File: config.mk
export PLATFORM = sky130hd
export DESIGN_NAME = seq_addsub
export DESIGN_NICKNAME = d
export VERILOG_FILES = /design/src/rtl/alu_pkg.sv /design/src/rtl/addsub_slice.sv /design/src/rtl/seq_addsub.sv
export SDC_FILE = /design/constraint.sdc
export NUM_CORES = 1
export LEC_CHECK = 0
export ABC_CLOCK_PERIOD_IN_PS = 7400
export CORE_ASPECT_RATIO = 2
export CORE_UTILIZATION = 35
export DETAILED_ROUTE_END_ITERATION = 10
export GPL_ROUTABILITY_DRIVEN = 0
export GPL_TIMING_DRIVEN = 0
export PLACE_DENSITY_LB_ADDON = 0.05
export SLEW_MARGIN = 20
export SYNTH_ARGS = -nofsm -noshare
export SYNTH_HDL_FRONTEND = slang
export SYNTH_SLANG_ARGS = --single-unit
File: constraint.sdc
create_clock -name clk -period 7.4 [get_ports clk]
set_input_delay 1.48 -clock clk [delete_from_list [all_inputs] [get_ports clk]]
set_output_delay 1.48 -clock clk [all_outputs]
set_load 0.05 [all_outputs]
File: src/rtl/alu_pkg.sv
// Shared ALU definitions: sequencer state encoding and add/subtract op codes.
package alu_pkg;

  typedef enum logic [1:0] {
    IDLE = 2'd0,
    RUN  = 2'd1,
    DONE = 2'd2
  } state_t;

  localparam logic OP_ADD = 1'b0;
  localparam logic OP_SUB = 1'b1;

endpackage

File: src/rtl/addsub_slice.sv
// Combinational SLICE_W-bit adder / true-borrow subtractor used once per clock
// by the sequential add/sub unit.
module addsub_slice
  import alu_pkg::*;
#(
  parameter int SLICE_W = 8
) (
  input  logic [SLICE_W-1:0] a,
  input  logic [SLICE_W-1:0] b,
  input  logic               ci,
  input  logic               op,
  output logic [SLICE_W-1:0] s,
  output logic               co,
  output logic               c_msb
);

  // c[i] is the carry (add) or borrow (sub) entering bit i of the slice.
  always_comb begin
    logic [SLICE_W:0] c;
    c    = '0;
    c[0] = ci;
    s    = '0;
    for (int i = 0; i < SLICE_W; i++) begin
      s[i] = a[i] ^ b[i] ^ c[i];
      if (op == OP_SUB) begin
        c[i+1] = (~a[i] & b[i]) | (c[i] & ~(a[i] ^ b[i]));
      end else begin
        c[i+1] = (a[i] & b[i]) | (c[i] & (a[i] ^ b[i]));
      end
    end
    co    = c[SLICE_W];
    c_msb = c[SLICE_W-1];
  end

endmodule

File: src/rtl/seq_addsub.sv
// Multi-cycle add/subtract unit: processes SLICE_W bits per clock with a
// start/busy/done handshake and registered result and CF/OF/ZF flags.
module seq_addsub
  import alu_pkg::*;
#(
  parameter int DATA_W  = 32,
  parameter int SLICE_W = 8
) (
  input  logic              clk,
  input  logic              rst,
  input  logic              start,
  input  logic              op,
  input  logic [DATA_W-1:0] a,
  input  logic [DATA_W-1:0] b,
  input  logic              cin,
  output logic              busy,
  output logic              done,
  output logic [DATA_W-1:0] res,
  output logic              CF,
  output logic              OF,
  output logic              ZF,
  output state_t            o_dbg_state
);

  localparam int NSLICE = DATA_W / SLICE_W;
  localparam int CNT_W  = (NSLICE > 1) ? $clog2(NSLICE) : 1;
  localparam logic [CNT_W-1:0] LAST_CNT = CNT_W'(NSLICE - 1);

  // Handshake: start is sampled only in IDLE or DONE (busy=0); done is a
  // one-cycle pulse and res/CF/OF/ZF stay valid until the next done.
  state_t              r_state;
  logic [CNT_W-1:0]    r_cnt;
  logic [DATA_W-1:0]   r_a;
  logic [DATA_W-1:0]   r_b;
  logic                r_op;
  logic                r_c;
  logic [DATA_W-1:0]   r_part;
  logic                r_busy;
  logic                r_done;
  logic [DATA_W-1:0]   r_res;
  logic                r_cf;
  logic                r_of;
  logic                r_zf;

  logic [31:0]         w_base;
  logic [SLICE_W-1:0]  w_a_sl;
  logic [SLICE_W-1:0]  w_b_sl;
  logic [SLICE_W-1:0]  w_s;
  logic                w_co;
  logic                w_c_msb;
  logic [DATA_W-1:0]   w_part_next;

  assign w_base = 32'(r_cnt) * 32'(SLICE_W);
  assign w_a_sl = r_a[w_base +: SLICE_W];
  assign w_b_sl = r_b[w_base +: SLICE_W];

  addsub_slice #(
    .SLICE_W(SLICE_W)
  ) u_slice (
    .a     (w_a_sl),
    .b     (w_b_sl),
    .ci    (r_c),
    .op    (r_op),
    .s     (w_s),
    .co    (w_co),
    .c_msb (w_c_msb)
  );

  // Partial result with the current slice merged in; on the last slice this
  // is the full result, so ZF can be taken from it directly.
  always_comb begin
    w_part_next                   = r_part;
    w_part_next[w_base +: SLICE_W] = w_s;
  end

  always_ff @(posedge clk) begin
    if (rst) begin
      r_state <= IDLE;
      r_cnt   <= '0;
      r_a     <= '0;
      r_b     <= '0;
      r_op    <= OP_ADD;
      r_c     <= 1'b0;
      r_part  <= '0;
      r_busy  <= 1'b0;
      r_done  <= 1'b0;
      r_res   <= '0;
      r_cf    <= 1'b0;
      r_of    <= 1'b0;
      r_zf    <= 1'b0;
    end else begin
      case (r_state)
        IDLE, DONE: begin
          r_done <= 1'b0;
          if (start) begin
            r_a     <= a;
            r_b     <= b;
            r_op    <= op;
            r_c     <= cin;
            r_cnt   <= '0;
            r_busy  <= 1'b1;
            r_state <= RUN;
          end else begin
            r_state <= IDLE;
          end
        end
        RUN: begin
          r_part <= w_part_next;
          r_c    <= w_co;
          r_cnt  <= r_cnt + 1'b1;
          if (r_cnt == LAST_CNT) begin
            r_res   <= w_part_next;
            r_cf    <= w_co;
            r_of    <= w_c_msb ^ w_co;
            r_zf    <= (w_part_next == '0);
            r_busy  <= 1'b0;
            r_done  <= 1'b1;
            r_state <= DONE;
          end
        end
        default: begin
          r_state <= IDLE;
        end
      endcase
    end
  end

  assign busy        = r_busy;
  assign done        = r_done;
  assign res         = r_res;
  assign CF          = r_cf;
  assign OF          = r_of;
  assign ZF          = r_zf;
  assign o_dbg_state = r_state;

endmodule

==> reports/qor.csv <==
stage,metric,value,unit
clock_tree,clk sinks,139,
yosys,Synth Register Bits,139,
worst_setup_path,R2R depth,22,
hold_path,worst hold-check path type,reg2reg,
place,dpl cells,1010,
job,max-cap violations,0,
final_layout,final cell count without fillers,1048,
power,combinational group share of total power,16.7,%
worst_setup_path,Worst R2R Setup Slack,0.20,ns
clock_tree,TritonCTS buffer count,17,
detailed_routing,vias,5451,
timing,FMAX,139,MHz
floorplanning,core area,17300,µm²
floorplanning,die width,95.8,µm
detailed_routing,routed wire length per instance,18.9,µm
place,Place WS,-0.795,ns
worst_setup_path,RR Endpoint,ZF,
worst_setup_path,Critical Path Sink Type,flip-flop,
yosys,Synth Instances,694,
worst_setup_path,reg-to-reg startpoint,r_cnt[0],
power,Lkg Pwr,2.87,nW
yosys,post-synthesis mux area share,7.58,%
clock_tree,Post-CTS Hold Buffers,0,
final_layout,Layout area overhead,32.7,%
yosys,asr flop ratio synth,0,%
floorplanning,I/O pin cnt,108,
final_layout,FF+latch area,2790,µm²
grt,vias in the first global route,5671,
timing,Setup Viol. Count Final,0,
yosys,Syn. warnings,0,
yosys,Synth Net Count,785,
yosys,share of the synthesized area in the top cell type,45.2,%
detailed_routing,Final Routed Wirelength,19800,µm
timing,Final min period,7.20,ns
worst_setup_path,Worst EP required,7.76,ns
worst_setup_path,Crit Path Category,reg2reg,
grt,first-pass GRT wire length,30300,µm
final_layout,"leading cell type in the layout, fill and taps excluded",nand2_1,
floorplanning,Die Height,190,µm
hold_path,Worst Min Path Start,res[18],
final_layout,# diodes,0,
power,VDD IR max,0.000147,V
yosys,main combinational cell family by area after synthesis,compound AO/OA/AOI/OAI gates,
clock_tree,CTS tree,done,
clock_tree,H-tree Lvls,4,
worst_setup_path,CP Max Fanout,7,
detailed_routing,post-route ant nets,0,
yosys,Compound-Gate Fraction of Synth Area,17.8,%
timing,final worst setup slack,0.197,ns
grt,largest net degree at the start of global routing,17,
final_layout,NumNets Final,916,
yosys,post-synthesis xor/xnor area fraction,0.142,%
worst_setup_path,arrival time worst endpoint,7.57,ns
clock_tree,CTS Buffer Depth,2,
yosys,sequential share of the synthesized area,45.2,%
clock_tree,clk_lat worst skew,0.42,ns
yosys,leading post-synthesis cells by cell area,"dfxtp_1, nand2_1, a21oi_1",
yosys,Post-synth EDFFs,0,
floorplanning,full die area,18200,µm²
final_layout,share of cells above drive strength 1,10.5,%
power,Internal,1.38,mW
floorplanning,Initial Util,35.7,%
place,post-DP HPWL,15300,µm
worst_setup_path,crit path launch type,flip-flop,
outcome,status,completed,
timing,Rel. slew slack,34.6,%
timing,Clock Skew,0.00665,ns
final_layout,"commonest non-fill, non-tap cells in the layout","nand2_1, dfxtp_1, clkdlybuf4s50_1, a21oi_1, nor2_1",
clock_tree,Root Driver,clkbuf_16,
yosys,Post-Syn Area,6160,µm²
yosys,post-synthesis cell type count,49,
yosys,Adder-Cell Fraction of Synth Area,6.42,%
power,Sw Ratio,28.6,%
grt,All-Layer GR Usage,23.2,%
power,Power Dens Cells,237,nW/µm²
grt,total gr overflow,0,
power,Clock power frac,41.6,%
detailed_routing,vias per cell,5.20,
hold_path,Hold Crit Endpoint,res[18],
timing,max-slew violation count,0,
hold_path,Worst Hold Depth,2,
power,Psw,555,µW
yosys,Synth Area in Simple Gates,17.8,%
power,Flop pwr share,41.7,%
timing,endpoints failing hold,0,
detailed_routing,DR pass1 iterations,4,
clock_tree,clk slew on worst S/H paths,0.06,ns
grt,antenna violations before repair,0,
timing,Tcrit/Tclk final,97.3,%
place,# port buffers,106,
detailed_routing,initial DRC count,169,
timing,Slew @ Worst Pin,0.981,ns
yosys,"Primary FF master, synth",dfxtp_1,
yosys,"area leader, netlist",dfxtp_1,
final_layout,area of the multi-input gates,3120,µm²
yosys,syn_area_per_cell,8.88,µm²
final_layout,Fillers,1743,
detailed_routing,DR DRC count,0,
floorplanning,cell row count,68,
## power by group through the flow
stage,sequential (mW),combinational (mW),clock [mW]
floorplan,0.820,0.182,0
global placement,0.823,0.301,0
detailed placement,0.825,0.306,0
CTS,0.809,0.312,0.822
global route,0.813,0.348,0.856
finish,0.809,0.323,0.807
## cell families after synthesis
logic type	Yosys count
adders and majority gates	22
AOI/OAI and AO/OA	179
buffers and inverters	77
and+or+nand+nor	250
xor gates and xnor gates	1
muxes	26
DFF	139
## metrics by stage
step	util, %	hold slack [ns]	power [mW]	instance area (µm²)	setup TNS (ns)
global placement	43.3	0.436	1.12	7480	-0.933
detailed placement	43.3	0.443	1.13	7480	-1.57
CTS	46.7	0.452	1.94	8070	0
finish	47.3	0.449	1.94	8180	0
global route	47.3	0.472	2.02	8180	-0.0180
floorplan	-	0.433	1.00	6160	0
## layout make-up
type,instances,area share [%]
repair buffers,113,13.6
clock buffers,19,5.29
inverters,26,1.19
multi-input cells,478,38.2
well taps,210,3.21
plain buffers,50,2.94
clock inverters,13,1.48
flip-flops and latches,139,34.1
## what timing repair did
item / in CTS / in global routing
gates resized for setup: 11 / 19
setup buffers: 0 / 7
setup endpoints to repair: 10 / 1
hold endpoints to repair: 0 / 0
pin swaps: 1 / 6
## worst max path at each step
stage / start / end / slack, ns / depth (start not counted)
after floorplan: r_cnt[0] / ZF / 0.39 / 23
after global placement: r_cnt[1] / ZF / -0.62 / 24
after detailed placement: r_cnt[1] / ZF / -0.80 / 24
after CTS: r_cnt[0] / ZF / 0.04 / 23
after global routing: r_cnt[0] / ZF / -0.02 / 22
final: r_cnt[0] / ZF / 0.20 / 22
## Yosys cell counts (all sizes together), types with 15 or more instances
| master | instances |
|---|---|
| mux4 | 16 |
| nor2b | 15 |
| dfxtp | 139 |
| buf | 22 |
| o21ai | 30 |
| nor2 | 39 |
| a211oi | 28 |
| clkbuf | 29 |
| nand2 | 169 |
| inv | 26 |
| fa | 16 |
| a21oi | 84 |
## routing by layer
metal	global-route usage, %	up-vias	wire (µm)	share of wire, %
met1	21.2	2601	6650	34
met2	44.6	149	11500	58
met4	15.1	0	1090	5.5
met3	3.88	56	536	2.7
li1	-	2645	-	-
met5	0	-	0	0
## state kept, by name, indices dropped and copies added (netlist names), 2 cells and up
signal / count
r_a: 32
r_b: 32
r_part: 32
res: 32
o_dbg_state: 2
r_cnt: 2
## worst max-delay path, stage by stage (launching register included)
cell and delay, ns:
dfxtp_4 0.39, buf_12 0.12, mux4_2 0.53, fa_1 0.40, mux2_4 0.28, fa_1 0.35
mux2_2 0.30, fa_1 0.37, mux2_4 0.30, fa_1 0.37, mux2_2 0.31, fa_2 0.37
mux2i_4 0.19, fa_2 0.24, mux2i_2 0.10, fa_1 0.38, mux2_4 0.31, fa_2 0.62
nand2b_1 0.09, nor4_1 0.28, o221ai_1 0.18, a2111oi_2 0.43, a32o_2 0.23
Power figures use the tool's default switching activity.
